===== config.mk =====
export PLATFORM = sky130hd
export DESIGN_NAME = tug_match_ctrl
export DESIGN_NICKNAME = d
export VERILOG_FILES = /design/src/rtl/tug_pkg.sv /design/src/rtl/tug_match_ctrl_pause_timer.sv /design/src/rtl/tug_match_ctrl.sv
export SDC_FILE = /design/constraint.sdc
export NUM_CORES = 1
export LEC_CHECK = 0
export ABC_AREA = 1
export CAP_MARGIN = 10
export CORE_MARGIN = 8
export CORE_UTILIZATION = 40
export CTS_BUF_LIST = sky130_fd_sc_hd__clkbuf_16
export CTS_CLUSTER_DIAMETER = 80
export DETAILED_ROUTE_END_ITERATION = 6
export GPL_TIMING_DRIVEN = 1
export PLACE_DENSITY = 0.6
export SLEW_MARGIN = 10
export SYNTH_ARGS = -nofsm -noshare
export SYNTH_HDL_FRONTEND = slang
export SYNTH_SLANG_ARGS = --single-unit

===== constraint.sdc =====
create_clock -name clk -period 5.48 [get_ports clk]
set_input_delay 0.548 -clock clk [delete_from_list [all_inputs] [get_ports clk]]
set_output_delay 0.548 -clock clk [all_outputs]
set_load 0.01 [all_outputs]

===== src/rtl/tug_pkg.sv =====
// Shared types and constants for the tug-of-war match sequencer.
// The state_t encoding doubles as the externally visible phase value.
package tug_pkg;

  localparam int SCORE_W = 3;

  typedef enum logic [2:0] {
    IDLE  = 3'd0,
    PLAY  = 3'd1,
    PAUSE = 3'd2,
    OVER  = 3'd3
  } state_t;

  localparam logic [1:0] WIN_NONE = 2'b00;
  localparam logic [1:0] WIN_L    = 2'b10;
  localparam logic [1:0] WIN_R    = 2'b01;

  // Increment that never passes the match limit.
  function automatic logic [SCORE_W-1:0] sat_inc(input logic [SCORE_W-1:0] s,
                                                 input logic [SCORE_W-1:0] lim);
    return (s >= lim) ? s : s + 1'b1;
  endfunction

endpackage


===== src/rtl/tug_match_ctrl_pause_timer.sv =====
// Between-rounds down-counter: load sets CYCLES-1, done flags a zero count.
// The counter sits at zero outside a pause, so done is only meaningful in PAUSE.
module pause_timer #(
  parameter int CYCLES = 50_000_000
) (
  input  logic clk,
  input  logic rst,
  input  logic load,
  output logic done
);

  localparam int CNT_W = $clog2(CYCLES);
  localparam logic [CNT_W-1:0] LOAD_VAL = CNT_W'(CYCLES - 1);

  logic [CNT_W-1:0] cnt_d, cnt_q;

  always_comb begin
    cnt_d = cnt_q;
    if (load)
      cnt_d = LOAD_VAL;
    else if (cnt_q != '0)
      cnt_d = cnt_q - 1'b1;
  end

  always_ff @(posedge clk or negedge rst) begin
    if (!rst) cnt_q <= '0;
    else      cnt_q <= cnt_d;
  end

  assign done = (cnt_q == '0);

endmodule


===== src/rtl/tug_match_ctrl.sv =====
// Match sequencer: gates presses while a round is live, scores round wins
// from the playfield edge LEDs, pauses between rounds and declares a winner.
module tug_match_ctrl
  import tug_pkg::*;
#(
  parameter int WIN_ROUNDS   = 7,
  parameter int PAUSE_CYCLES = 50_000_000
) (
  input  logic               clk,
  input  logic               rst,
  input  logic               start,
  input  logic               p_l,
  input  logic               p_r,
  input  logic               l_edge,
  input  logic               r_edge,
  output logic               l_gate,
  output logic               r_gate,
  output logic               field_clr,
  output logic [SCORE_W-1:0] score_l,
  output logic [SCORE_W-1:0] score_r,
  output logic [1:0]         winner,
  output logic [2:0]         phase
);

  localparam logic [SCORE_W-1:0] WIN_S = SCORE_W'(WIN_ROUNDS);

  state_t             state_d, state_q;
  logic [SCORE_W-1:0] score_l_d, score_l_q;
  logic [SCORE_W-1:0] score_r_d, score_r_q;
  logic [1:0]         winner_d, winner_q;
  logic               field_clr_d, field_clr_q;
  logic               pause_load, pause_done;
  logic               l_win, r_win;

  pause_timer #(.CYCLES(PAUSE_CYCLES)) u_pause_timer (
    .clk  (clk),
    .rst  (rst),
    .load (pause_load),
    .done (pause_done)
  );

  // A simultaneous press from both sides never scores.
  assign l_win = l_edge & p_l & ~p_r;
  assign r_win = r_edge & p_r & ~p_l;

  always_comb begin
    state_d     = state_q;
    score_l_d   = score_l_q;
    score_r_d   = score_r_q;
    winner_d    = winner_q;
    field_clr_d = 1'b0;
    pause_load  = 1'b0;

    if (start) begin
      state_d     = PLAY;
      score_l_d   = '0;
      score_r_d   = '0;
      winner_d    = WIN_NONE;
      field_clr_d = 1'b1;
    end else begin
      case (state_q)
        PLAY: begin
          if (l_win) begin
            score_l_d = sat_inc(score_l_q, WIN_S);
            if (score_l_d == WIN_S) begin
              state_d  = OVER;
              winner_d = WIN_L;
            end else begin
              state_d     = PAUSE;
              field_clr_d = 1'b1;
              pause_load  = 1'b1;
            end
          end else if (r_win) begin
            score_r_d = sat_inc(score_r_q, WIN_S);
            if (score_r_d == WIN_S) begin
              state_d  = OVER;
              winner_d = WIN_R;
            end else begin
              state_d     = PAUSE;
              field_clr_d = 1'b1;
              pause_load  = 1'b1;
            end
          end
        end
        PAUSE: begin
          if (pause_done) state_d = PLAY;
        end
        IDLE, OVER: ;
        default: state_d = IDLE;
      endcase
    end
  end

  always_ff @(posedge clk or negedge rst) begin
    if (!rst) begin
      state_q     <= IDLE;
      score_l_q   <= '0;
      score_r_q   <= '0;
      winner_q    <= WIN_NONE;
      field_clr_q <= 1'b0;
    end else begin
      state_q     <= state_d;
      score_l_q   <= score_l_d;
      score_r_q   <= score_r_d;
      winner_q    <= winner_d;
      field_clr_q <= field_clr_d;
    end
  end

  assign l_gate    = p_l & (state_q == PLAY);
  assign r_gate    = p_r & (state_q == PLAY);
  assign field_clr = field_clr_q;
  assign score_l   = score_l_q;
  assign score_r   = score_r_q;
  assign winner    = winner_q;
  assign phase     = state_q;

endmodule


======== After elaboration in Yosys (flattened, before gate mapping) ========
Index checks and enable logic that the tools add are counted.
storage, ports and cells
  output and inout port bits .............. 14
  word-level logic and storage cells ...... 74
  flip-flop bits (word level) ............. 38
cells by class
  add/sub/neg operators ................... 3
  bitwise logic cells ..................... 8
  equal/unequal tests ..................... 10
  order comparisons ....................... 2
  reductions and logical operators ........ 14
  muxes and demuxes ....................... 31
operator list
  cell                                                                      number
  26-bit 2-to-1 mux                                                         2
  3-bit 2-to-1 mux                                                          13
  26-bit zero test                                                          1
  26-bit nonzero test                                                       1
  26-bit by 1-bit subtractor with 26-bit output (second input constant)     1
  2-bit 2-to-1 mux                                                          6
  1-bit 2-to-1 mux                                                          9
  3-bit one-hot mux with 3 select lines                                     1
  2-bit nonzero test                                                        4
  3-bit by 1-bit adder with 3-bit output (second input constant)            2
  1-bit AND                                                                 6
  3-bit by 2-bit equality test with 1-bit output (second input constant)    2
  3-bit equality test (second input constant)                               2
  3-bit >= comparator (second input constant)                               2
  3-bit AND reduction                                                       2
  3-bit nonzero test                                                        2
  2-bit inequality test (second input constant)                             2
  4-bit inequality test (second input constant)                             1
  4-bit AND reduction                                                       1
  3-bit by 1-bit equality test with 1-bit output (second input constant)    1
  3-bit zero test                                                           1
  3-bit by 2-bit inequality test with 1-bit output (second input constant)  1
  3-bit inequality test (second input constant)                             1
  1-bit NOT                                                                 2
  2 further kinds                                                           2

======== Depth between registers and ports, before layout ========
  depth after elaboration ................. 9
  mapped depth ............................ 12
  mapped depth without buffers ............ 12

======== Hierarchy ========
A second synthesis with hierarchy kept.
second synthesis, totals
  cells, all modules ...................... 357
  area, all modules ....................... 2,503.7 sq um
modules (own cells, without submodules)
  module          seq. area each (sq um)  area an instance (sq um)  times used  cells an instance
  pause_timer     650.6                   1,695.4                   1           249
  tug_match_ctrl  275.3                   808.3                     1           108

======== Worst setup path after synthesis ========
Ideal clock, no wire load.
  path type ............................... reg2reg
  start ................................... register score_l_q[0] (netlist: score_l[0])
  end ..................................... register u_pause_timer.cnt_q[21]
  data arrival time ....................... 1.686 ns
  setup slack ............................. 3.663 ns
  clock period less this slack ............ 1.817 ns
  buffers on the path ..................... 1
  setup time .............................. 0.131 ns
  stages on the path, launching flop included .. 12
  cell sequence ........................... dfrtp_1 -> ha_1 -> ha_1 -> inv_1 -> o21ai_0 -> nor2_1 -> nand2_1 -> nand2_1 -> nand2_2 -> nand2_4 -> buf_4 -> o211ai_1
between the ends
  cells in the longest elaborated chain, start to end .. 8
RTL lines
  item                                                                           line                              RTL
  start, declared                                                                tug_match_ctrl.sv:28              logic [SCORE_W-1:0] score_l_d, score_l_q;
  start signal, assigned                                                         tug_match_ctrl.sv:103             score_l_q <= score_l_d;
  3-bit by 1-bit adder with 3-bit output or 3-bit >= comparator (tied branches)  tug_pkg.sv:21                     return (s >= lim) ? s : s + 1'b1;
  3-bit 2-to-1 mux *                                                             tug_pkg.sv:21
  3-bit equality test *                                                          tug_match_ctrl.sv:65              if (score_l_d == WIN_S) begin
  1-bit 2-to-1 mux *                                                             tug_match_ctrl.sv:65
  1-bit 2-to-1 mux *                                                             tug_match_ctrl.sv:63              if (l_win) begin
  1-bit 2-to-1 mux *                                                             tug_match_ctrl.sv:61              case (state_q)
  1-bit 2-to-1 mux *                                                             tug_match_ctrl.sv:54              if (start) begin
  26-bit 2-to-1 mux or 2-bit nonzero test (tied branches)                        n/a
  end signal, assigned                                                           tug_match_ctrl_pause_timer.sv:27  else cnt_q <= cnt_d;
  end, declared                                                                  tug_match_ctrl_pause_timer.sv:15  logic [CNT_W-1:0] cnt_d, cnt_q;
Every way passes the cells marked *; elsewhere a longest branch is shown, timed or not.
A chain may end at the register's enable or synchronous reset.

======== Worst setup path after layout ========
  start ................................... register state_q[1] (netlist: phase[1])
  end ..................................... output r_gate
between the ends
  cells in the longest elaborated chain, start to end .. 2
RTL lines
  item                                            line                   RTL
  start, declared                                 tug_match_ctrl.sv:27   state_t state_d, state_q;
  start signal, assigned                          tug_match_ctrl.sv:102  state_q <= state_d;
  3-bit by 1-bit equality test with 1-bit output  tug_match_ctrl.sv:111  assign r_gate = p_r & (state_q == PLAY);
  1-bit AND                                       tug_match_ctrl.sv:111
  end, declared                                   tug_match_ctrl.sv:17   output logic r_gate,
Every way passes these cells.

==> impl_metrics.env <==
export IMPL_area_growth_pct=17.76
export IMPL_gp_routability_congestion=0.8750
export IMPL_clk_latency_ns=0.28
export IMPL_yosys_top_cells_area="dfrtp_1 (39%), nand2_1 (9.4%), inv_1 (8.4%)"
export IMPL_initialDrtViolationCount=70
export IMPL_finalCritPeriodShare=0.4101
export IMPL_yosysWarnings=0
export IMPL_relSlewSlack=0.4549
export IMPL_synth_seq_cells=37
export IMPL_hold_violations=0
export IMPL_cts_buffers=5
export IMPL_swShare=0.3347
export IMPL_syn_nets=326
export IMPL_track_usage=0.1279
export IMPL_power_density_mw_per_mm2=357.9
export IMPL_leakage_nw=1.306
export IMPL_synthArstFlopShare=1.000
export IMPL_via_per_inst=4.776
export IMPL_fin_setup_tns_ns=0
export IMPL_total_power_uw=994.6
export IMPL_setup_viol=0
export IMPL_reg2reg_from="score_r[0]"
export IMPL_root_buffer="clkbuf_16"
export IMPL_slew_viol_final=0
export IMPL_diodes=0
export IMPL_syn_area_mm2=0.002360
export IMPL_ir_worst_vdd_v=0.0001685
export IMPL_hp_class="input pin to async pin"
export IMPL_dp_cells=403
export IMPL_portBuffers=19
export IMPL_synth_edf_count=0
export IMPL_cp_max_fo=7
export IMPL_hpwl_um=3819
export IMPL_ctsResizeCount=0
export IMPL_max_freq_ghz=0.4450
export IMPL_grt_pass1_vias=2030
export IMPL_grt_pass1_wl_um=9052
export IMPL_core_mm2=0.005816
export IMPL_n_fill_cell=586
export IMPL_die_area_mm2=0.008613
export IMPL_ys_seq_area_frac=0.3924
export IMPL_intPower_uw=661.7
export IMPL_syn_instance_count=312
export IMPL_fin_nets=349
export IMPL_ys_types=30
export IMPL_reg2reg_depth=12
export IMPL_clockBufferDepth=2
export IMPL_rows=28
export IMPL_regArea_um2=925.9
export IMPL_worstReg2RegEnd="u_pause_timer.cnt_q[7]"
export IMPL_r2r_slack_ns=3.37
export IMPL_wl_per_cell_um=12.13
export IMPL_final_area_mm2=0.002779
export IMPL_seqPwrFrac=0.377
export IMPL_ant_nets=0
export IMPL_grt_max_degree=38
export IMPL_antenna_found_initial=0
export IMPL_required_ns=4.93
export IMPL_fin_crit_ns=2.247
export IMPL_clockPowerShare=0.327
export IMPL_clock_sinks=37
export IMPL_drv_cap=0
export IMPL_pin_count=21
export IMPL_cp_start_kind="register"
export IMPL_combPwrFrac=0.296
export IMPL_tightest_slew_ns=0.8116
export IMPL_synthFlopType="dfrtp_1"
export IMPL_drive_above_1_share=0.09524
export IMPL_htreeDepth=2
export IMPL_layout_cells_non_filler=411
export IMPL_outcome="completed"
export IMPL_drt_wl_total_um=4985
export IMPL_end_kind="output port"
export IMPL_fin_worst_skew_ns=0.007262
export IMPL_syn_area_per_cell_um2=7.563
export IMPL_yosysTopAreaCell="dfrtp_1"
export IMPL_setup_ws_ns=3.233
export IMPL_crit_type="register to output port"
export IMPL_start_util=0.4058
export IMPL_path_clk_slew_ns=0.06
export IMPL_die_y_um=92.81
export IMPL_post_cts_buffers=0
export IMPL_firstDrtPassIters=4
export IMPL_cts_tree="yes"
export IMPL_vias=1963
export IMPL_die_w_um=92.81
export IMPL_cp_arrival_ns=1.70
export IMPL_yosysTopAreaCellShare=0.3924
export IMPL_placed_cell_area_mm2=0.002613
export IMPL_rsz0062_at_grt="no"
export IMPL_pre_cts_ws_ns=3.239
export IMPL_hold_buffers=0
export IMPL_multiInputGateArea_mm2=0.001194
export IMPL_switchingPower_uw=332.9
export IMPL_grt_remaining_overflow=0
export IMPL_drc=0
[flip-flops by register name, summed over array words and instances, names as in the netlist]
register             cells
phase                    2
score_r                  3
field_clr                1
score_l                  3
winner                   2
u_pause_timer.cnt_q     26
[logic make-up (layout without fill, tap and decap cells)]
family                   Yosys count  count (layout)  share of synthesized area
AND/OR/NAND/NOR                  158             158                     0.3266
buffers and inverters             60              84                     0.1018
flip-flops                        37              37                     0.3924
AO/OA/AOI/OAI                     34              34                    0.08483
XOR/XNOR                          15              15                    0.05568
adder cells (fa/ha/maj)            7               7                    0.03711
other                              1               1                   0.001589
[Yosys cell counts (2+ instances only)]
cell type,count
buf_4,2
dfrtp_1,37
ha_1,7
inv_1,53
inv_2,4
nand2_1,59
nand2_2,5
nand2_4,2
nand3_1,30
nand4_1,2
nor2_1,40
nor2_2,2
nor2_4,3
nor3_1,6
nor3_2,5
o211ai_1,6
o21ai_0,11
o21ai_1,8
o22ai_1,6
xnor2_1,8
xor2_1,7
[metal layers]
metal	global-route usage	part of all wire	up-vias
met5	0	0	-
met4	0.03221	0.010	0
met3	0.03883	0.049	6
met2	0.2071	0.45	35
met1	0.1615	0.49	893
li1	-	-	1029
[through the flow]
stage / util / hold WS, ns
2_1_floorplan: - / 0.2524
3_3_place_gp: 0.4492 / 0.4838
3_5_place_dp: 0.4492 / 0.4927
4_1_cts: 0.4778 / 0.4036
5_1_grt: 0.4778 / 0.4462
6_report: 0.4778 / 0.3600
[power groups by stage]
stage	clock network (mW)	logic (mW)	registers [mW]
finish	0.326	0.294	0.375
detailed placement	0	0.296	0.378
global placement	0	0.291	0.378
global route	0.343	0.345	0.382
CTS	0.331	0.298	0.374
floorplan	0	0.212	0.373
[placed cells by master (no fill, tap or decap)]
master and n:
nand2_1 59, inv_1 53, nor2_1 40, dfrtp_1 37, nand3_1 30, clkdlybuf4s50_1 18
o21ai_0 11, o21ai_1 8, xnor2_1 8, xor2_1 7, ha_1 7, o22ai_1 6
nor3_1 6, o211ai_1 6, nand2_2 5, nor3_2 5, clkbuf_16 5, inv_2 4
nor2_4 3, nor2_2 2, nand2_4 2, nand4_1 2, nand3b_1 1, o211a_1 1
nand3_2 1, nand3_4 1, o21a_1 1, a21oi_1 1, nor4_4 1, conb_1 1
bufinv_16 1, clkinv_1 1, clkinvlp_4 1, buf_2 1
[how the worst max path moves through the flow]
stage,to,slack [ns],cells after the start,startpoint
finish,r_gate,3.23,5,phase[1]
global route,r_gate,3.11,5,phase[1]
CTS,r_gate,3.22,5,phase[1]
detailed placement,r_gate,3.24,4,p_r
global placement,l_gate,3.25,4,p_l
floorplan,u_pause_timer.cnt_q[21],3.66,11,score_l[0]
[critical path, stage by stage (launching register included)]
cell             delay (ns)
dfrtp_1                0.41
inv_1                  0.07
ha_1                   0.27
nand2_1                0.09
inv_1                  0.05
clkdlybuf4s50_1        0.53
[final cells by class]
type	count	share of cell area
inverters	57	0.07699
flip-flops and latches	37	0.3332
well taps	75	0.03377
multi-input cells	215	0.4295
clock buffers	5	0.04502
repair buffers	19	0.06664
clock inverters	3	0.01486
No activity file was read; power rests on OpenSTA's default activity.
